$ cat src/rtl/vga_fb_arbiter.sv
// Framebuffer port arbiter: fixed display fetch slots with a req/ack CPU port in the gaps.
// Optional frame_irq output when VGA_FB_ARB_FRAME_IRQ_EN is defined.
module vga_fb_arbiter #(
    parameter int FB_W   = 160,
    parameter int FB_H   = 120,
    parameter int ADDR_W = 15
) (
    input  logic              clk,
    input  logic              rst_n,
    input  logic [9:0]        x,
    input  logic [8:0]        y,
    output logic              RD,
    output logic              GD,
    output logic              BD,
    output logic [ADDR_W-1:0] mem_addr,
    output logic              mem_we,
    output logic [2:0]        mem_wdata,
    input  logic [2:0]        mem_rdata,
    input  logic              cpu_req,
    input  logic              cpu_we,
    input  logic [ADDR_W-1:0] cpu_addr,
    input  logic [2:0]        cpu_wdata,
    output logic              cpu_ack,
    output logic [2:0]        cpu_rdata
`ifdef VGA_FB_ARB_FRAME_IRQ_EN
    ,
    output logic              frame_irq
`endif
);

    localparam int          CALC_W  = (ADDR_W > 15) ? ADDR_W : 15;
    localparam logic [31:0] FB_W_U  = FB_W;
    localparam logic [31:0] FB_H_U  = FB_H;
    localparam logic [31:0] FB_SIZE = FB_W * FB_H;

    typedef enum logic {
        IDLE,
        BUSY
    } state_t;

    state_t state, state_nxt;

    logic [7:0]        col;
    logic [6:0]        row;
    logic              visible;
    logic              slot;
    logic [CALC_W-1:0] disp_full;
    logic              cpu_in_range;
    logic              issue;
    logic              rd_ok_q;
    logic              slot_d1;
    logic [2:0]        pix;
    logic              vis_d1;
    logic              vis_d2;

    assign col       = x[9:2];
    assign row       = y[8:2];
    assign visible   = ({24'b0, col} < FB_W_U) && ({25'b0, row} < FB_H_U);
    assign slot      = visible && (x[1:0] == 2'b00);
    assign disp_full = CALC_W'(row) * CALC_W'(FB_W) + CALC_W'(col);

    assign cpu_in_range = {{(32-ADDR_W){1'b0}}, cpu_addr} < FB_SIZE;

    // Memory port outputs are gated by rst_n so a write strobe drops the moment reset asserts.
    always_comb begin
        state_nxt = state;
        issue     = 1'b0;
        mem_addr  = '0;
        mem_we    = 1'b0;
        mem_wdata = '0;
        case (state)
            IDLE: begin
                if (cpu_req && !slot) begin
                    issue     = 1'b1;
                    state_nxt = BUSY;
                end
            end
            BUSY:    state_nxt = IDLE;
            default: state_nxt = IDLE;
        endcase
        if (rst_n) begin
            if (slot) begin
                mem_addr = disp_full[ADDR_W-1:0];
            end else if (issue) begin
                mem_addr  = cpu_addr;
                mem_we    = cpu_we && cpu_in_range;
                mem_wdata = cpu_wdata;
            end
        end
    end

    always_ff @(posedge clk or negedge rst_n) begin
        if (!rst_n) begin
            state   <= IDLE;
            rd_ok_q <= 1'b0;
            slot_d1 <= 1'b0;
            pix     <= '0;
            vis_d1  <= 1'b0;
            vis_d2  <= 1'b0;
        end else begin
            state <= state_nxt;
            if (issue) begin
                rd_ok_q <= !cpu_we && cpu_in_range;
            end
            slot_d1 <= slot;
            if (slot_d1) begin
                pix <= mem_rdata;
            end
            vis_d1 <= visible;
            vis_d2 <= vis_d1;
        end
    end

    assign cpu_ack      = (state == BUSY);
    assign cpu_rdata    = (cpu_ack && rd_ok_q) ? mem_rdata : '0;
    assign {RD, GD, BD} = vis_d2 ? pix : '0;

`ifdef VGA_FB_ARB_FRAME_IRQ_EN
    localparam logic [31:0] VBLANK_Y = FB_H * 4;

    always_ff @(posedge clk or negedge rst_n) begin
        if (!rst_n) begin
            frame_irq <= 1'b0;
        end else begin
            frame_irq <= (x == 10'd0) && ({23'b0, y} == VBLANK_Y);
        end
    end
`else
    logic unused_y_lsbs;
    assign unused_y_lsbs = ^y[1:0];
`endif

endmodule

$ cat config.mk
export PLATFORM = sky130hd
export DESIGN_NAME = vga_fb_arbiter
export DESIGN_NICKNAME = d
export VERILOG_FILES = /design/src/rtl/vga_fb_arbiter.sv
export SDC_FILE = /design/constraint.sdc
export NUM_CORES = 1
export LEC_CHECK = 0
export BUFFER_PORTS_ARGS = -buffer_cell sky130_fd_sc_hd__buf_2
export CAP_MARGIN = 20
export CELL_PAD_IN_SITES_DETAIL_PLACEMENT = 1
export CELL_PAD_IN_SITES_GLOBAL_PLACEMENT = 1
export CORE_ASPECT_RATIO = 1.2
export CORE_UTILIZATION = 30
export DETAILED_ROUTE_END_ITERATION = 10
export PLACE_DENSITY_LB_ADDON = 0.3
export SLEW_MARGIN = 20
export SYNTH_ARGS = -nofsm -noshare
export SYNTH_HDL_FRONTEND = slang
export SYNTH_SLANG_ARGS = --single-unit
$ cat constraint.sdc
create_clock -name clk -period 3 [get_ports clk]
set_input_delay 0.3 -clock clk [delete_from_list [all_inputs] [get_ports clk]]
set_output_delay 0.3 -clock clk [all_outputs]
set_load 0.05 [all_outputs]
==> impl_metrics.env, run 1 <==
export IMPL_root_buffer="clkbuf_8"
export IMPL_final_util_pct=43.0
export IMPL_fmax_mhz=351
export IMPL_cts_buffer_depth=2
export IMPL_cp_common_cell="ha_1"
export IMPL_clockPowerShare_pct=20.9
export IMPL_grt_use_total_pct=17.5
export IMPL_viasPerCell=4.84
export IMPL_drive_gt1_share_pct=42.4
export IMPL_grt_ovfl_total=0
export IMPL_cp_arrival_ns=2.55
export IMPL_slowest_stage="fa_1"
export IMPL_min_period_ns=2.85
export IMPL_cp_end_kind="output pin"
export IMPL_r2r_start="cpu_ack$_DFF_PN0_"
export IMPL_final_nets=266
export IMPL_multi_input_area_um2=876
export IMPL_tritoncts="done"
export IMPL_drv_cap=0
export IMPL_grt_max_degree=29
export IMPL_clock_skew_ns=0.0000968
export IMPL_drtAntennaViolNets=0
export IMPL_setup_viol=0
export IMPL_cts_hold_buf=0
export IMPL_clock_latency_ns=0.22
export IMPL_required_ns=2.70
export IMPL_cp_start_kind="primary input"
export IMPL_first_pass_iters=4
export IMPL_syn_area_per_cell_um2=8.23
export IMPL_seqCellArea_um2=200
export IMPL_comb_power_share_pct=56.9
export IMPL_crit_start="y[3]"
export IMPL_synth_cells=140
export IMPL_synth_seq_cells=8
export IMPL_seq_power_share_pct=22.2
export IMPL_htreeDepth=1
export IMPL_n_antenna_cell=0
export IMPL_placed_cell_area_um2=1500
export IMPL_grt_pass1_vias=1347
export IMPL_start_util_pct=31.5
export IMPL_synth_main_ff_cell="dfrtp_1"
export IMPL_final_common_cell="buf_2"
export IMPL_r2r_end="rd_ok_q$_DFFE_PN0P_"
export IMPL_drcViolationCount=0
export IMPL_min_period_over_period_pct=94.9
export IMPL_die_width_um=58.6
export IMPL_ios=70
export IMPL_switchingPower_uw=248
export IMPL_p_leak_uw=0.000805
export IMPL_routedWlPerCell_um=12.7
export IMPL_netlist_area_um2=1150
export IMPL_fp_row_count=24
export IMPL_vias=1243
export IMPL_crit_fanout=3
export IMPL_slew_headroom_pct=69.4
export IMPL_synth_distinct_cells=41
export IMPL_rr_worst_depth=4
export IMPL_synth_edff_count=0
export IMPL_coreArea_um2=3660
export IMPL_worst_slew_pin_slew_ns=0.459
export IMPL_p_int_uw=341
export IMPL_synth_nets=199
export IMPL_drt_initial_drc_count=26
export IMPL_path_class="in -> out"
export IMPL_power_density_nw_per_um2=374
export IMPL_cts_buffers=3
export IMPL_worstPathCellList="buf_2 -> ha_1 -> ha_1 -> inv_1 -> fa_1 -> nand2b_1 -> o2bb2ai_1 -> xnor2_2 -> nor3b_2 -> xnor2_1 -> o21ai_1 -> buf_6"
export IMPL_io_buffers=67
export IMPL_routed_wl_mm=3.27
export IMPL_p_sw_share_pct=42.1
export IMPL_yosysSeqAreaShare_pct=17.4
export IMPL_critPathMaxStageDelay_ns=0.39
export IMPL_async_reset_ff_share_pct=100
export IMPL_clk_pin_slew_worst_paths_ns=0.04
export IMPL_finalMaxSlewViolations=0
export IMPL_die_height_um=69.9
export IMPL_area_delta_synth_final_pct=36.7
export IMPL_stdcell_area_um2=1580
export IMPL_ff2ff_setup_slack_ns=1.66
export IMPL_yosys_warnings=0
export IMPL_die_area_um2=4090
export IMPL_place_hpwl_mm=2.81
export IMPL_fill_cells=497
export IMPL_hold_path_class="in -> async"
export IMPL_grt_pass1_wl_mm=5.63
export IMPL_status="complete, no violations"
export IMPL_clock_sinks=8
export IMPL_antenna_found_initial=0
export IMPL_vdd_drop_max_v=0.000103
export IMPL_gp_congestion=0.730
export IMPL_endpoint="mem_addr[13]"
export IMPL_final_cell_mix="buf_2, nand2_1, nand3_1, ha_1"
export IMPL_finalHoldViolCount=0
cells in the mapped netlist (all sizes together), types with 2 or more instances:
cell type	instances	area (um^2)
xnor2	9	86.3
mux2	3	33.8
a21oi	4	20.0
nand3	13	65.1
o21bai	2	15.0
nor2b	5	31.3
o21ai	7	35.0
buf	4	38.8
dfrtp	8	200
inv	6	22.5
nand4	3	18.8
fa	2	40.0
nand2	17	63.8
clkbuf	3	21.3
and2	6	40.0
and3	6	37.5
a21boi	10	75.1
nor2	4	15.0
ha	13	163
cell families after synthesis:
logic type	after synthesis	synth area share (%)
mux	3	2.93
simple gates	59	27.5
compound gates	31	18.2
buf+inv	14	8.14
fa+ha+maj	15	17.6
flops	8	17.4
xor+xnor	10	8.25
critical path, delay by kind of cell:
family / cells / cell delay (ns)
AO/OA/AOI/OAI: 2 / 0.35
XOR/XNOR: 2 / 0.30
buffers and inverters: 3 / 0.38
AND/OR/NAND/NOR: 2 / 0.36
adder cells (fa/ha/maj): 3 / 0.85
routing by layer:
| metal | global-route usage, % | vias up | wire length, um |
|---|---|---|---|
| met5 | 0 | - | 0 |
| met4 | 5.82 | 0 | 40 |
| met2 | 35.1 | 43 | 1780 |
| met3 | 1.67 | 4 | 173 |
| li1 | - | 623 | - |
| met1 | 18.0 | 573 | 1280 |
registers in the layout, indices dropped and copies added (netlist names):
| register | cells |
|---|---|
| cpu_ack | 1 |
| vis_d1 | 1 |
| slot_d1 | 1 |
| rd_ok_q | 1 |
| pix | 3 |
| vis_d2 | 1 |
timing repair:
item / in CTS / in global routing
setup endpoints to repair: 0 / 4
buffers inserted: 0 / 1
hold endpoints to repair: 0 / 0
gates resized for setup: 0 / 9
power by group through the flow:
stage | sequential (uW) | combinational [uW] | clock [uW]
floorplan | 133 | 240 | 0
global placement | 131 | 316 | 0
detailed placement | 132 | 326 | 0
CTS | 131 | 327 | 129
global route | 134 | 365 | 133
finish | 131 | 335 | 123
area by class of cell:
cell class / count / share of cell area [%]
flip-flops and latches: 8 / 12.7
repair buffers: 70 / 23.5
multi-input cells: 118 / 55.6
clock buffers: 3 / 2.62
well taps: 52 / 4.13
inverters: 6 / 1.43
how the worst min path moves through the flow:
stage               start                 end  slack [ns]  depth (start not counted)
floorplan           rst_n   cpu_ack$_DFF_PN0_       0.004                          0
global placement    rst_n  pix[0]$_DFFE_PN0P_        0.26                          1
detailed placement  rst_n  pix[2]$_DFFE_PN0P_        0.26                          1
CTS                 rst_n  pix[2]$_DFFE_PN0P_        0.02                          1
global route        rst_n  pix[2]$_DFFE_PN0P_        0.04                          1
finish              rst_n  pix[2]$_DFFE_PN0P_        0.03                          1
stage by stage:
step	setup slack [ns]	hold WS (ns)	total power [uW]	cells	setup TNS [ns]
after global placement	0.125	0.257	448	253	0
final	0.153	0.0263	588	257	0
after detailed placement	0.0648	0.261	458	253	0
after global routing	-0.0234	0.0424	632	257	-0.0234
after floorplan	0.0491	0.00441	373	140	0
after CTS	0.0575	0.0220	587	256	0
Note: power is estimated with default switching activity, not from simulation.
==> run 2, diff against run 1 <==
--- a/config.mk
+++ b/config.mk
@@ -10,7 +10,7 @@
 export CELL_PAD_IN_SITES_DETAIL_PLACEMENT = 1
 export CELL_PAD_IN_SITES_GLOBAL_PLACEMENT = 1
 export CORE_ASPECT_RATIO = 1.2
-export CORE_UTILIZATION = 30
+export CORE_UTILIZATION = 27
 export DETAILED_ROUTE_END_ITERATION = 10
 export PLACE_DENSITY_LB_ADDON = 0.3
 export SLEW_MARGIN = 20
==> constraint.sdc (replaced) <==
create_clock -name clk -period 2.6 [get_ports clk]
set_input_delay 0.26 -clock clk [delete_from_list [all_inputs] [get_ports clk]]
set_output_delay 0.26 -clock clk [all_outputs]
set_load 0.05 [all_outputs]
==> impl_metrics.env, run 2 (synthesis results as in run 1) <==
export IMPL_layout_setup_ws_ns=-0.0300
export IMPL_ios=70
export IMPL_start_util_pct=28.8
export IMPL_cts_buffer_depth=2
export IMPL_rsz0062_at_grt="yes"
export IMPL_drcViolationCount=0
export IMPL_area_delta_synth_final_pct=69.8
export IMPL_path_class="in -> out"
export IMPL_fmax_mhz=380
export IMPL_fill_cells=494
export IMPL_drive_gt1_share_pct=55.9
export IMPL_slowest_stage="fa_2"
export IMPL_viasPerCell=4.84
export IMPL_largest_register="pix"
export IMPL_power_density_nw_per_um2=421
export IMPL_clk_pin_slew_worst_paths_ns=0.04
export IMPL_drt_initial_drc_count=43
export IMPL_die_area_um2=4530
export IMPL_cp_start_kind="primary input"
export IMPL_slew_headroom_pct=69.1
export IMPL_routed_wl_mm=3.91
export IMPL_met3_usage_pct=1.58
export IMPL_violations="negative setup slack"
export IMPL_die_width_um=61.6
export IMPL_final_nets=281
export IMPL_required_ns=2.34
export IMPL_finalHoldViolCount=0
export IMPL_grt_use_total_pct=17.8
export IMPL_min_period_ns=2.63
export IMPL_fp_row_count=25
export IMPL_io_buffers=67
export IMPL_critPathBufInv=4
export IMPL_grt_pass1_vias=1338
export IMPL_root_buffer="clkbuf_8"
export IMPL_multi_input_area_um2=1090
export IMPL_place_hpwl_mm=2.81
export IMPL_antenna_found_initial=0
export IMPL_largest_reg_flops=3
export IMPL_setup_viol=1
export IMPL_critPathMaxStageDelay_ns=0.35
export IMPL_clock_sinks=8
export IMPL_final_cell_mix="buf_2, nand2_1, buf_4"
export IMPL_drv_cap=0
export IMPL_routedWlPerCell_um=14.3
export IMPL_final_common_cell="buf_2"
export IMPL_gp_congestion=0.665
export IMPL_grt_pass1_wl_mm=6.00
export IMPL_stdcell_area_um2=1960
export IMPL_grt_ovfl_total=0
export IMPL_cp_arrival_ns=2.37
export IMPL_seqCellArea_um2=200
export IMPL_p_leak_uw=0.000947
export IMPL_worstPathCellList="buf_8 -> ha_4 -> ha_4 -> inv_2 -> fa_2 -> buf_6 -> xnor2_4 -> o2111ai_4 -> nor3b_4 -> xnor2_2 -> o21ai_4 -> buf_6"
export IMPL_first_pass_iters=3
export IMPL_total_power_uw=825
export IMPL_worst_slew_pin_slew_ns=0.463
export IMPL_n_antenna_cell=0
export IMPL_finalMaxSlewViolations=0
export IMPL_cp_end_kind="output pin"
export IMPL_clock_latency_ns=0.23
export IMPL_coreArea_um2=4000
export IMPL_min_period_over_period_pct=101
export IMPL_placed_cell_area_um2=1600
export IMPL_status="complete, but fails checks"
export IMPL_htreeDepth=1
export IMPL_clock_skew_ns=0.00226
export IMPL_vdd_drop_max_v=0.000147
export IMPL_cts_buffers=3
export IMPL_tritoncts="done"
export IMPL_cp_top_family="adder cells"
export IMPL_grt_busiest_layer="met2"
export IMPL_crit_fanout=2
export IMPL_grt_max_degree=29
export IMPL_grt_util_met2_pct=35.6
export IMPL_hold_path_class="in -> reg"
export IMPL_drtAntennaViolNets=0
export IMPL_die_height_um=73.6
export IMPL_vias=1326
export IMPL_grt_use_met1_pct=17.3
## run 2: cell count changes in the layout (fill, tap and decap cells not counted), sizes merged
cell and change:
buf +14, dlygate4sd3 +1
## run 2: metal layers
| metal | vias up | wire [um] |
|---|---|---|
| met5 | - | 0 |
| met4 | 0 | 112 |
| met3 | 10 | 158 |
| met2 | 47 | 2230 |
| met1 | 616 | 1410 |
| li1 | 653 | - |
## run 2: power by group
group          internal [uW]  switching (uW)
sequential               142            9.14
combinational            236             291
clock                    100            47.0
total                    478             347
## run 2: cell type report
type	count	share of cell area (%)
inverters	6	1.15
repair buffers	85	27.4
flip-flops and latches	8	10.2
multi-input cells	118	55.7
clock buffers	3	2.11
well taps	54	3.45
## run 2: repair_timing
| item | CTS | global route |
|---|---|---|
| pin swaps | 11 | 14 |
| endpoints found under the setup margin | 5 | 5 |
| buffers inserted | 3 | 1 |
| hold endpoints to repair | 8 | 0 |
| hold buffers | 1 | 0 |
| gates resized for setup | 30 | 23 |
| cloned | 0 | 0 |
## run 2: metrics by stage
step | util [%] | hold WS [ns] | std cells | TNS [ns] | setup slack [ns]
5_1_grt | 48.9 | 0.249 | 274 | -0.116 | -0.0802
4_1_cts | 46.5 | 0.231 | 273 | 0 | 0.00434
2_1_floorplan | - | -0.0356 | 140 | -0.0909 | -0.0909
6_report | 48.9 | 0.232 | 274 | -0.0300 | -0.0300
3_5_place_dp | 40.0 | 0.227 | 266 | -0.724 | -0.267
3_3_place_gp | 40.0 | 0.233 | 266 | -0.411 | -0.167
## run 2: path summary, 6_finish.rpt
| check | startpoint | to | slack, ns | cells past startpoint |
|---|---|---|---|---|
| hold / removal | cpu_we | rd_ok_q$_DFFE_PN0P_ | 0.23 | 2 |
| setup / recovery | y[3] | mem_addr[13] | -0.03 | 12 |
| min in group asynchronous | rst_n | pix[1]$_DFFE_PN0P_ | 0.52 | 2 |
| setup reg to reg | cpu_ack$_DFF_PN0_ | rd_ok_q$_DFFE_PN0P_ | 1.27 | 4 |
| max in group asynchronous | rst_n | cpu_ack$_DFF_PN0_ | 1.76 | 2 |
| hold reg to reg | vis_d1$_DFF_PN0_ | vis_d2$_DFF_PN0_ | 0.36 | 0 |
==> run 3, diff against run 2 <==
--- a/config.mk
+++ b/config.mk
@@ -5,6 +5,7 @@
 export SDC_FILE = /design/constraint.sdc
 export NUM_CORES = 1
 export LEC_CHECK = 0
+export ABC_AREA = 1
 export BUFFER_PORTS_ARGS = -buffer_cell sky130_fd_sc_hd__buf_2
 export CAP_MARGIN = 20
 export CELL_PAD_IN_SITES_DETAIL_PLACEMENT = 1
==> constraint.sdc (replaced) <==
create_clock -name clk -period 2.6 [get_ports clk]
set_input_delay 0.26 -clock clk [delete_from_list [all_inputs] [get_ports clk]]
set_output_delay 0.26 -clock clk [all_outputs]
set_load 0.1 [all_outputs]
==> impl_metrics.env, run 3 <==
export IMPL_synth_seq_cells=8
export IMPL_clock_latency_ns=0.23
export IMPL_io_buffers=67
export IMPL_rsz0062_at_grt="yes"
export IMPL_yosys_area_top_type="dfrtp_1"
export IMPL_vdd_drop_max_v=0.000170
export IMPL_yosys_area_share_simple_pct=41.5
export IMPL_power_density_nw_per_um2=427
export IMPL_drtAntennaViolNets=0
export IMPL_drv_cap=0
export IMPL_netlist_area_um2=1270
export IMPL_first_pass_iters=4
export IMPL_cp_start_kind="primary input"
export IMPL_synth_top_area_share_pct=15.7
export IMPL_antenna_found_initial=0
export IMPL_slowest_stage="fa_1"
export IMPL_synth_distinct_cells=32
export IMPL_grt_max_degree=24
export IMPL_seq_power_share_pct=16.8
export IMPL_die_width_um=64.6
export IMPL_path_class="in -> out"
export IMPL_final_common_cell="buf_2"
export IMPL_clock_skew_ns=0.000292
export IMPL_start_util_pct=27.9
export IMPL_crit_fanout=3
export IMPL_gp_congestion=0.738
export IMPL_drcViolationCount=0
export IMPL_area_delta_synth_final_pct=63.2
export IMPL_final_cell_mix="buf_2, nand2_1, inv_1"
export IMPL_final_nets=333
export IMPL_grt_pass1_vias=1605
export IMPL_p_int_uw=429
export IMPL_finalMaxSlewViolations=0
export IMPL_p_sw_share_pct=51.5
export IMPL_holdWs_ns=0.221
export IMPL_required_ns=2.34
export IMPL_synth_main_ff_cell="dfrtp_1"
export IMPL_coreArea_um2=4560
export IMPL_clock_sinks=8
export IMPL_synth_nets=254
export IMPL_drive_gt1_share_pct=47.1
export IMPL_place_hpwl_mm=3.15
export IMPL_fmax_mhz=394
export IMPL_n_antenna_cell=0
export IMPL_viasPerCell=4.62
export IMPL_status="complete, no violations"
export IMPL_syn_area_per_cell_um2=6.52
export IMPL_worst_slew_pin_slew_ns=0.498
export IMPL_multi_input_area_um2=1040
export IMPL_die_height_um=77.2
export IMPL_largest_register="pix"
export IMPL_cts_buffers=3
export IMPL_synth_top_family_by_area="simple AND/OR/NAND/NOR gates"
export IMPL_grt_util_met2_pct=33.2
export IMPL_min_period_ns=2.54
export IMPL_synth_cells=195
export IMPL_seqCellArea_um2=200
export IMPL_met3_usage_pct=3.87
export IMPL_tritoncts="done"
export IMPL_finalNonFillerCells=330
export IMPL_synthTopCellsByArea="dfrtp_1, nand2_1, ha_1, nand3_1, inv_1"
export IMPL_synth_most_common_cell="nand2_1"
export IMPL_drt_initial_drc_count=5
export IMPL_grt_pass1_wl_mm=6.86
export IMPL_cp_arrival_ns=2.28
export IMPL_yosys_warnings=0
export IMPL_grt_use_met1_pct=19.0
export IMPL_clockPowerShare_pct=16.7
export IMPL_synth_common_cells="nand2_1, inv_1, nand3_1"
export IMPL_cts_buffer_depth=2
export IMPL_grt_busiest_layer="met2"
export IMPL_routedWlPerCell_um=12.0
export IMPL_switchingPower_uw=456
export IMPL_vias=1524
export IMPL_grt_use_total_pct=17.1
export IMPL_ios=70
export IMPL_routed_wl_mm=3.98
export IMPL_async_reset_ff_share_pct=100
export IMPL_comb_power_share_pct=66.5
export IMPL_synth_edff_count=0
export IMPL_total_power_uw=885
export IMPL_cp_top_family="adder cells"
export IMPL_slew_headroom_pct=67.1
export IMPL_min_period_over_period_pct=97.7
export IMPL_critPathMaxStageDelay_ns=0.48
export IMPL_clk_pin_slew_worst_paths_ns=0.04
export IMPL_setup_viol=0
export IMPL_synthMuxAreaShare_pct=0
export IMPL_finalHoldViolCount=0
export IMPL_placed_cells=322
export IMPL_fill_cells=583
export IMPL_p_leak_uw=0.00111
export IMPL_cp_end_kind="output pin"
export IMPL_critPathBufInv=5
export IMPL_synth_compound_area_share_pct=11.4
export IMPL_grt_ovfl_total=0
export IMPL_root_buffer="clkbuf_8"
export IMPL_hold_path_class="in -> reg"
export IMPL_fp_row_count=27
export IMPL_synthAdderAreaFrac_pct=15.9
export IMPL_largest_reg_flops=3
export IMPL_die_area_um2=4990
export IMPL_yosysSeqAreaShare_pct=15.7
export IMPL_synthXorXnorAreaFrac_pct=1.38
export IMPL_worstPathCellList="buf_6 -> ha_4 -> ha_4 -> inv_2 -> fa_1 -> nor2_2 -> nand2_2 -> nor2_4 -> inv_2 -> nor2_4 -> nand2_1 -> nand2_1 -> nand3_1 -> nand2_2 -> clkinvlp_4 -> buf_12"
export IMPL_htreeDepth=1
[run 3: changes by cell type in the layout (fill, tap and decap cells not counted), sizes merged, moves of 8 or more]
cell | previous run | this run
nor2 | 4 | 21
inv | 6 | 31
nand2 | 17 | 52
nand3 | 13 | 30
xnor2 | 9 | 1
a21oi | 4 | 16
a21boi | 10 | 2
[run 3: cells by family (layout without fill, tap and decap cells)]
kind of cell    Yosys count  in the layout
compound gates           25             25
xor+xnor                  2              2
fa+ha+maj                15             15
buf+inv                  37            114
flops                     8              8
simple gates            108            108
[run 3: path summary, 6_finish.rpt]
| check | start | to | slack [ns] | cells after the start |
|---|---|---|---|---|
| max | y[3] | mem_addr[13] | 0.06 | 16 |
| min | cpu_we | rd_ok_q$_DFFE_PN0P_ | 0.22 | 2 |
| max reg2reg | cpu_ack$_DFF_PN0_ | rd_ok_q$_DFFE_PN0P_ | 1.62 | 3 |
| min reg2reg | vis_d1$_DFF_PN0_ | vis_d2$_DFF_PN0_ | 0.34 | 0 |
| max in group asynchronous | rst_n | vis_d1$_DFF_PN0_ | 1.79 | 2 |
| min in group asynchronous | rst_n | pix[2]$_DFFE_PN0P_ | 0.51 | 2 |
[run 3: stage by stage]
stage          utilization, %  TNS [ns]  instance area [um^2]  setup WS, ns
6_report                 45.5         0                  2070        0.0599
2_1_floorplan               -     -1.06                  1330        -0.245
5_1_grt                  45.5   -0.0674                  2070       -0.0476
4_1_cts                  43.7         0                  1990      0.000281
3_3_place_gp             41.4   -0.0533                  1890       -0.0533
3_5_place_dp             41.4   -0.0979                  1890       -0.0811
[run 3: metal layers]
layer  share of wire [%]  vias up  wire length (um)
li1                    -      784                 -
met1                  38      699              1520
met2                  56       39              2230
met3                 5.0        2               199
met4                0.60        0                24
met5                   0        -                 0
[run 3: worst reg2reg max path: stages (launching register included)]
cell	delay, ns
dfrtp_1	0.38
nor2_1	0.19
nand2_4	0.10
o31ai_1	0.22
[run 3: power groups by stage]
stage          registers (uW)  logic, uW  clock network, uW
3_3_place_gp              149        535                  0
5_1_grt                   151        633                160
4_1_cts                   148        563                153
6_report                  148        589                148
2_1_floorplan             158        390                  0
3_5_place_dp              150        542                  0
[run 3: cell type report]
type,instances,share of cell area (%)
Sequential cell,8,9.65
Inverter,33,6.57
Timing Repair Buffer,78,28.3
Multi-Input combinational cell,150,50.0
Tap cell,58,3.50
Clock buffer,3,1.99
[run 3: repair_timing]
| action | in CTS | in global routing |
|---|---|---|
| hold buffers | 1 | 0 |
| hold endpoints to repair | 8 | 0 |
| endpoints found under the setup margin | 2 | 5 |
| pin swaps | 9 | 13 |
| gates resized for setup | 4 | 20 |
| setup buffers | 3 | 2 |
